$ cat src/rtl/qa_shim_rd_arb_pkg.sv
// Shared types and tag-field helpers for the channel-0 read arbiter.
// Tags are laid out as {owner_bit, idx[IDX_W-1:0], mdata[MD_W-1:0]}, where the
// owner bit belongs to the upstream mux. The helpers accept tags up to TAG_MAX_W
// bits wide, zero-extended by the caller.
package qa_shim_rd_arb_pkg;

  typedef enum logic [1:0] {
    RUN     = 2'd0,
    DRAIN   = 2'd1,
    DRAINED = 2'd2
  } t_RD_ARB_STATE;

  localparam int TAG_MAX_W = 32;

  // Width of the requester index field. It is never below 1, so the field stays legal.
  function automatic int calc_idx_w(input int n_req);
    return (n_req < 2) ? 1 : $clog2(n_req);
  endfunction

  // Width of the client-owned mdata field.
  function automatic int calc_md_w(input int tag_w, input int n_req);
    return tag_w - 1 - calc_idx_w(n_req);
  endfunction

  // Requester index, which sits just below the upstream-owned MSB.
  function automatic logic [7:0] tag_idx(input logic [TAG_MAX_W-1:0] tag,
                                         input int tag_w, input int n_req);
    logic [TAG_MAX_W-1:0] mask;
    mask = (TAG_MAX_W'(1) << calc_idx_w(n_req)) - TAG_MAX_W'(1);
    return 8'((tag >> calc_md_w(tag_w, n_req)) & mask);
  endfunction

  // Client mdata, which sits in the low bits of the tag.
  function automatic logic [TAG_MAX_W-1:0] tag_mdata(input logic [TAG_MAX_W-1:0] tag,
                                                     input int tag_w, input int n_req);
    logic [TAG_MAX_W-1:0] mask;
    mask = (TAG_MAX_W'(1) << calc_md_w(tag_w, n_req)) - TAG_MAX_W'(1);
    return tag & mask;
  endfunction

endpackage

$ cat src/rtl/qa_rr_arbiter.sv
// N-way rotating-priority arbiter. The search starts at ptr. A single grant is
// issued when en is high. After a grant, ptr moves to one past the winner.
// The arbiter is channel-agnostic, so the write path can reuse it.
module qa_rr_arbiter
  import qa_shim_rd_arb_pkg::*;
#(
  parameter  int N     = 4,
  localparam int IDX_W = calc_idx_w(N)
) (
  input  logic             clk,
  input  logic             reset,
  input  logic             en,
  input  logic [N-1:0]     req,
  output logic [N-1:0]     grant,
  output logic [IDX_W-1:0] grant_idx,
  output logic             grant_any
);

  logic [IDX_W-1:0] ptr;
  logic             found;

  // Find the first requester at or after ptr, wrapping modulo N.
  always_comb begin
    logic [IDX_W-1:0] cand;
    int               j;
    grant     = '0;
    grant_idx = '0;
    found     = 1'b0;
    cand      = '0;
    j         = 0;
    for (int k = 0; k < N; k++) begin
      j = int'(ptr) + k;
      if (j >= N) j = j - N;
      cand = IDX_W'(j);
      if (!found && req[cand]) begin
        found     = 1'b1;
        grant_idx = cand;
      end
    end
    if (found && en) grant[grant_idx] = 1'b1;
  end

  assign grant_any = found && en;

  // Move the priority pointer past the winner. The pointer holds when nothing is granted.
  always_ff @(posedge clk) begin
    if (reset) begin
      ptr <= '0;
    end else if (grant_any) begin
      ptr <= (grant_idx == IDX_W'(N - 1)) ? '0 : grant_idx + IDX_W'(1);
    end
  end

endmodule

$ cat src/rtl/qa_shim_rd_arbiter.sv
// Round-robin scheduler for the CCI channel-0 read-request path. It tags each
// issued read with its requester index. It throttles issue on almost-full and on
// the outstanding limit, and it routes each response back to its owner by tag.
//
//   state   | meaning
//   --------+----------------------------------------------------------
//   RUN     | grants allowed when the channel has room
//   DRAIN   | no new grants; responses still routed and counted
//   DRAINED | quiescent (zero outstanding); drained flag asserted
module qa_shim_rd_arbiter
  import qa_shim_rd_arb_pkg::*;
#(
  parameter  int N_REQ           = 4,
  parameter  int CCI_ADDR_WIDTH  = 32,
  parameter  int CCI_DATA_WIDTH  = 512,
  parameter  int CCI_TAG_WIDTH   = 13,
  parameter  int MAX_OUTSTANDING = 128,
  localparam int IDX_W           = calc_idx_w(N_REQ),
  localparam int MD_W            = calc_md_w(CCI_TAG_WIDTH, N_REQ),
  localparam int CNT_W           = $clog2(MAX_OUTSTANDING + 1)
) (
  input  logic                        clk,
  input  logic                        reset,
  input  logic [N_REQ-1:0]            req_valid,
  input  logic [N_REQ*CCI_ADDR_WIDTH-1:0] req_addr,
  input  logic [N_REQ*MD_W-1:0]       req_mdata,
  output logic [N_REQ-1:0]            req_grant,
  output logic [CCI_ADDR_WIDTH-1:0]   tx_rd_addr,
  output logic [CCI_TAG_WIDTH-1:0]    tx_rd_tag,
  output logic                        tx_rd_valid,
  input  logic                        tx_almfull,
  input  logic                        rx_rd_valid,
  input  logic [CCI_TAG_WIDTH-1:0]    rx_rd_tag,
  input  logic [CCI_DATA_WIDTH-1:0]   rx_rd_data,
  output logic [N_REQ-1:0]            rsp_valid,
  output logic [MD_W-1:0]             rsp_mdata,
  output logic [CCI_DATA_WIDTH-1:0]   rsp_data,
  input  logic                        drain_req,
  output logic                        drained,
  output logic [CNT_W-1:0]            outstanding,
  output logic                        err_underflow
);

  t_RD_ARB_STATE    state, state_nxt;
  logic             en;
  logic             accept;
  logic [IDX_W-1:0] grant_idx;
  logic [IDX_W-1:0] rx_idx;
  logic [MD_W-1:0]  rx_mdata;
  logic             rx_idx_ok;
  logic             rx_underflow;

  // The almost-full input is sampled in the same cycle as the grant. Upstream
  // absorbs the one registered request that can still follow it.
  assign en = (state == RUN) && !tx_almfull && (outstanding < CNT_W'(MAX_OUTSTANDING));

  qa_rr_arbiter #(
    .N (N_REQ)
  ) u_arb (
    .clk       (clk),
    .reset     (reset),
    .en        (en),
    .req       (req_valid),
    .grant     (req_grant),
    .grant_idx (grant_idx),
    .grant_any (accept)
  );

  assign rx_idx       = IDX_W'(tag_idx(TAG_MAX_W'(rx_rd_tag), CCI_TAG_WIDTH, N_REQ));
  assign rx_mdata     = MD_W'(tag_mdata(TAG_MAX_W'(rx_rd_tag), CCI_TAG_WIDTH, N_REQ));
  assign rx_idx_ok    = int'(rx_idx) < N_REQ;
  assign rx_underflow = rx_rd_valid && (outstanding == '0);

  // Drain sequencing. DRAIN falls back to RUN if the request is withdrawn before the channel empties.
  always_comb begin
    state_nxt = state;
    unique case (state)
      RUN:     if (drain_req) state_nxt = DRAIN;
      DRAIN: begin
        if (!drain_req)              state_nxt = RUN;
        else if (outstanding == '0)  state_nxt = DRAINED;
      end
      DRAINED: if (!drain_req) state_nxt = RUN;
      default: state_nxt = RUN;
    endcase
  end

  // State register and registered drained flag. The flag lags entry into DRAINED by one cycle.
  always_ff @(posedge clk) begin
    if (reset) begin
      state   <= RUN;
      drained <= 1'b0;
    end else begin
      state   <= state_nxt;
      drained <= (state == DRAINED);
    end
  end

  // In-flight counter. A response at zero is an error: the count holds at zero
  // and takes only any same-cycle issue.
  always_ff @(posedge clk) begin
    if (reset) begin
      outstanding <= '0;
    end else if (rx_underflow) begin
      outstanding <= accept ? CNT_W'(1) : '0;
    end else if (accept && !rx_rd_valid) begin
      outstanding <= outstanding + CNT_W'(1);
    end else if (!accept && rx_rd_valid) begin
      outstanding <= outstanding - CNT_W'(1);
    end
  end

  // Sticky error flag. It sets on an underflow or on a response whose index has no owner.
  always_ff @(posedge clk) begin
    if (reset) begin
      err_underflow <= 1'b0;
    end else if (rx_underflow || (rx_rd_valid && !rx_idx_ok)) begin
      err_underflow <= 1'b1;
    end
  end

  // Register the winning request onto channel 0. The MSB of the tag belongs to the upstream mux.
  always_ff @(posedge clk) begin
    if (reset) begin
      tx_rd_valid <= 1'b0;
      tx_rd_addr  <= '0;
      tx_rd_tag   <= '0;
    end else begin
      tx_rd_valid <= accept;
      if (accept) begin
        tx_rd_addr <= req_addr[grant_idx*CCI_ADDR_WIDTH +: CCI_ADDR_WIDTH];
        tx_rd_tag  <= {1'b0, grant_idx, req_mdata[grant_idx*MD_W +: MD_W]};
      end
    end
  end

  // Return each response to the client named in its tag. A response with an unknown index is dropped.
  always_ff @(posedge clk) begin
    if (reset) begin
      rsp_valid <= '0;
      rsp_mdata <= '0;
      rsp_data  <= '0;
    end else begin
      rsp_valid <= (rx_rd_valid && rx_idx_ok) ? (N_REQ'(1) << rx_idx) : '0;
      if (rx_rd_valid) begin
        rsp_mdata <= rx_mdata;
        rsp_data  <= rx_rd_data;
      end
    end
  end

endmodule

$ cat config.mk
export PLATFORM = sky130hd
export DESIGN_NAME = qa_shim_rd_arbiter
export DESIGN_NICKNAME = d
export VERILOG_FILES = /design/src/rtl/qa_shim_rd_arb_pkg.sv /design/src/rtl/qa_rr_arbiter.sv /design/src/rtl/qa_shim_rd_arbiter.sv
export SDC_FILE = /design/constraint.sdc
export NUM_CORES = 1
export LEC_CHECK = 0
export BUFFER_PORTS_ARGS = -buffer_cell sky130_fd_sc_hd__buf_4
export CAP_MARGIN = 20
export CORE_AREA = 3 3 494 496
export CTS_CLUSTER_SIZE = 25
export DETAILED_ROUTE_END_ITERATION = 8
export DIE_AREA = 0 0 497 499
export MAX_ROUTING_LAYER = met4
export PLACE_DENSITY_LB_ADDON = 0.12
export SYNTH_ARGS = -nofsm -noshare
export SYNTH_HDL_FRONTEND = slang
export SYNTH_HIERARCHICAL = 1
export SYNTH_SLANG_ARGS = --single-unit
$ cat constraint.sdc
create_clock -name clk -period 2.3 [get_ports clk]
set_input_delay 0.115 -clock clk [delete_from_list [all_inputs] [get_ports clk]]
set_output_delay 0.115 -clock clk [all_outputs]
set_load 0.01 [all_outputs]
==> impl_metrics.yaml <==
clock_tree:
  numCtsBuffers: 87
  cts_sinks: 585
  clk_latency_ns: 0.72
  clkTransAtPathRegs_ns: 0.06
  clk_path_buf_depth: 3
  root_buffer: "clkbuf_16"
  tritoncts: "built"
  cts_htree_levels: 3
setup_path:
  critPathLaunchType: "register"
  reg2reg_from: "state[1]"
  crit_required_ns: 2.18
  reg2reg_slack_ns: -0.08
  crit_family: "simple AND/OR/NAND/NOR gates"
  crit_arrival_ns: 2.34
  r2r-end: "outstanding[7]"
  path_class: "register to output port"
  crit_cells: 8
  critPathMaxFanout: 4
  critPathCaptureType: "output port"
  cp_slowest_cell: "dfxtp_4"
  r2r_cells: 12
  crit_path_max_incr_delay_ns: 0.36
  cp_cell_sequence: "or2b_1 -> a21oi_2 -> nor4_4 -> buf_12 -> buf_16 -> ha_4 -> and2_4 -> buf_6"
  path_buf_inv: 3
global_route:
  grt_max_degree: 87
  antenna_found_initial: 36
  grt_pass1_wl_um: 206200
  grt_overflow_total: 0
  grt_pass1_vias: 25142
  grtUsageTotal: 0.1211
timing:
  hold_viol_final: 0
  fin_skew_ns: 0.02438
  tightest_slew_ns: 0.9941
  finalSetupViolCount: 20
  relSlewSlack: 0.3373
  layout_worst_path_cycle_share: 1.067
  setup_slack_ns: -0.1545
  fmax_mhz: 407.4
  period_needed_ns: 2.455
  setup-tns-final_ns: -0.8480
  timing.hold.ws_ns: 0.1797
  rsz0062_at_grt: "true"
  slew_viol_final: 0
route:
  wl_met2_um: 73020
  dr.pass1.iters: 5
  antenna_left: 0
  top_layer: "met4"
  drt_wl_total_um: 151600
  initialDrtViolationCount: 830
  vias: 23102
  wl_per_cell_um: 20.40
  routed_via_density: 3.108
  wl_met1_um: 58730
  wl_met3_um: 13130
  post-route-drc-count: 0
logic_synthesis:
  syn_avg_cell_area_um2: 10.78
  synth-async-reset-ratio: 0
  synth_top_flop_cell: "dfxtp_1"
  synth_cell_types: 44
  synth_edf_count: 0
  synth_seq_cells: 585
  synth_warnings: 6
  syn_inst: 2031
  synthesis.nets: 2744
  synth_area_um2: 21890
  synth-seq-area-share: 0.5350
finish:
  fin_cells: 7432
  synthToLayoutAreaGrowth_pct: 115.0
  fin_nets: 4867
  final_common_cell: "buf_4"
  most-common-layout-cells: "buf_4, dlygate4sd3_1, dfxtp_1"
  drive_gt1_frac: 0.3787
  final_core_util: 0.1961
placement:
  hpwl_um: 120100
  dp.cells: 6439
  place.gp.congestion: 0.8239
  pre_cts_ws_ns: -0.1446
  io_buffers: 1285
hold_path:
  worstHoldStart: "rx_rd_data[201]"
  hp-class: "input port to register"
  whs_path_depth: 4
  min_delay_worst_endpoint: "rsp_data[201]"
power:
  power.density_nw_per_um2: 707.7
  cellLeakagePower_nw: 21.62
  peakVddDrop_uv: 472.8
floorplan:
  die_w_um: 497
  num_io_pins: 1288
  fp.dieH_um: 499
  core_area_um2: 240100
  die_area_um2: 248000
  rows: 180
  initial_core_util: 0.09118
run_status:
  status: "finished, violations left"
  violations: "setup timing"
flow_run:
  drv_cap: 0
-- per-stage QoR --
stage	power [mW]	instance area (µm²)
global placement	18.57	35840
CTS	34.07	46730
detailed placement	18.55	35840
finish	33.31	47070
global route	35.15	47070
floorplan	14.43	21950
-- synth_stat cells (all sizes together), types with 6 or more instances --
cell | count | area (µm²)
dfxtp | 585 | 11710
nor2 | 576 | 2162
mux2i | 569 | 5695
buf | 77 | 400.4
clkbuf | 64 | 240.2
mux4 | 36 | 810.8
a21oi | 18 | 90.09
nor2b | 14 | 87.58
ha | 10 | 125.1
nand2 | 9 | 33.78
inv | 6 | 22.52
mux2 | 6 | 67.56
o22ai | 6 | 37.54
-- where the power goes --
part | switching (mW) | internal, mW | total (mW)
logic | 3.75 | 4.62 | 8.37
clock network | 5.60 | 7.85 | 13.4
registers | 0.586 | 10.9 | 11.5
total | 9.93 | 23.4 | 33.3
-- cell families after synthesis --
group,Yosys count,share of synthesized area
AND/OR/NAND/NOR,628,0.1137
multiplexers,611,0.3003
adder cells (fa/ha/maj),11,0.006630
flip-flops,585,0.5350
AO/OA/AOI/OAI,46,0.01315
buffers and inverters,147,0.03029
XOR/XNOR,2,0.0008003
other,1,0.0001713
-- metal layers --
layer,vias to the layer above,GRT usage
li1,11193,-
met1,10721,0.1275
met2,962,0.2011
met3,226,0.04657
met4,0,0.05384
met5,-,-
-- how the worst max path moves through the flow --
stage / to / slack (ns) / startpoint
2_1_floorplan: outstanding[7] / -0.08 / outstanding[7]
3_3_place_gp: outstanding[7] / -0.19 / outstanding[7]
3_5_place_dp: outstanding[7] / -0.14 / outstanding[7]
4_1_cts: req_grant[0] / -0.26 / u_arb/ptr[1]
5_1_grt: req_grant[1] / -0.25 / u_arb/ptr[1]
6_report: req_grant[1] / -0.15 / u_arb/ptr[1]
-- sequential cells by signal, indices dropped and copies added, names as in the netlist --
register	count
u_arb/ptr	2
state	2
rsp_mdata	10
tx_rd_tag	12
tx_rd_addr	32
outstanding	8
drained	1
err_underflow	1
rsp_data	512
tx_rd_valid	1
rsp_valid	4
-- worst reg2reg max path, stage by stage, from the launching register on --
cell,delay (ns)
dfxtp_2,0.32
nor4_2,0.23
nor2b_4,0.20
buf_6,0.10
nor2b_4,0.16
inv_4,0.08
buf_6,0.13
ha_4,0.22
a21o_1,0.21
a211oi_2,0.24
mux2i_2,0.11
a31o_1,0.23
a21oi_2,0.11
-- layout make-up --
cell class	instances	area [µm²]
fill	26813	193000
timing repair buffer	2175	18720
sequential	585	11720
multi-input combinational	1299	9753
tap	3185	3985
clock buffer	128	2491
clock inverter	24	292.8
antenna	30	75.07
inverter	6	30.03
-- what timing repair did --
item	CTS	global route
hold buffers	788	0
gates cloned	0	2
endpoints found under the hold margin	577	0
gates resized for setup	40	27
setup buffers	11	14
setup endpoints to repair	38	43
pin swaps	12	7
Note: power is estimated with default switching activity, not from simulation.
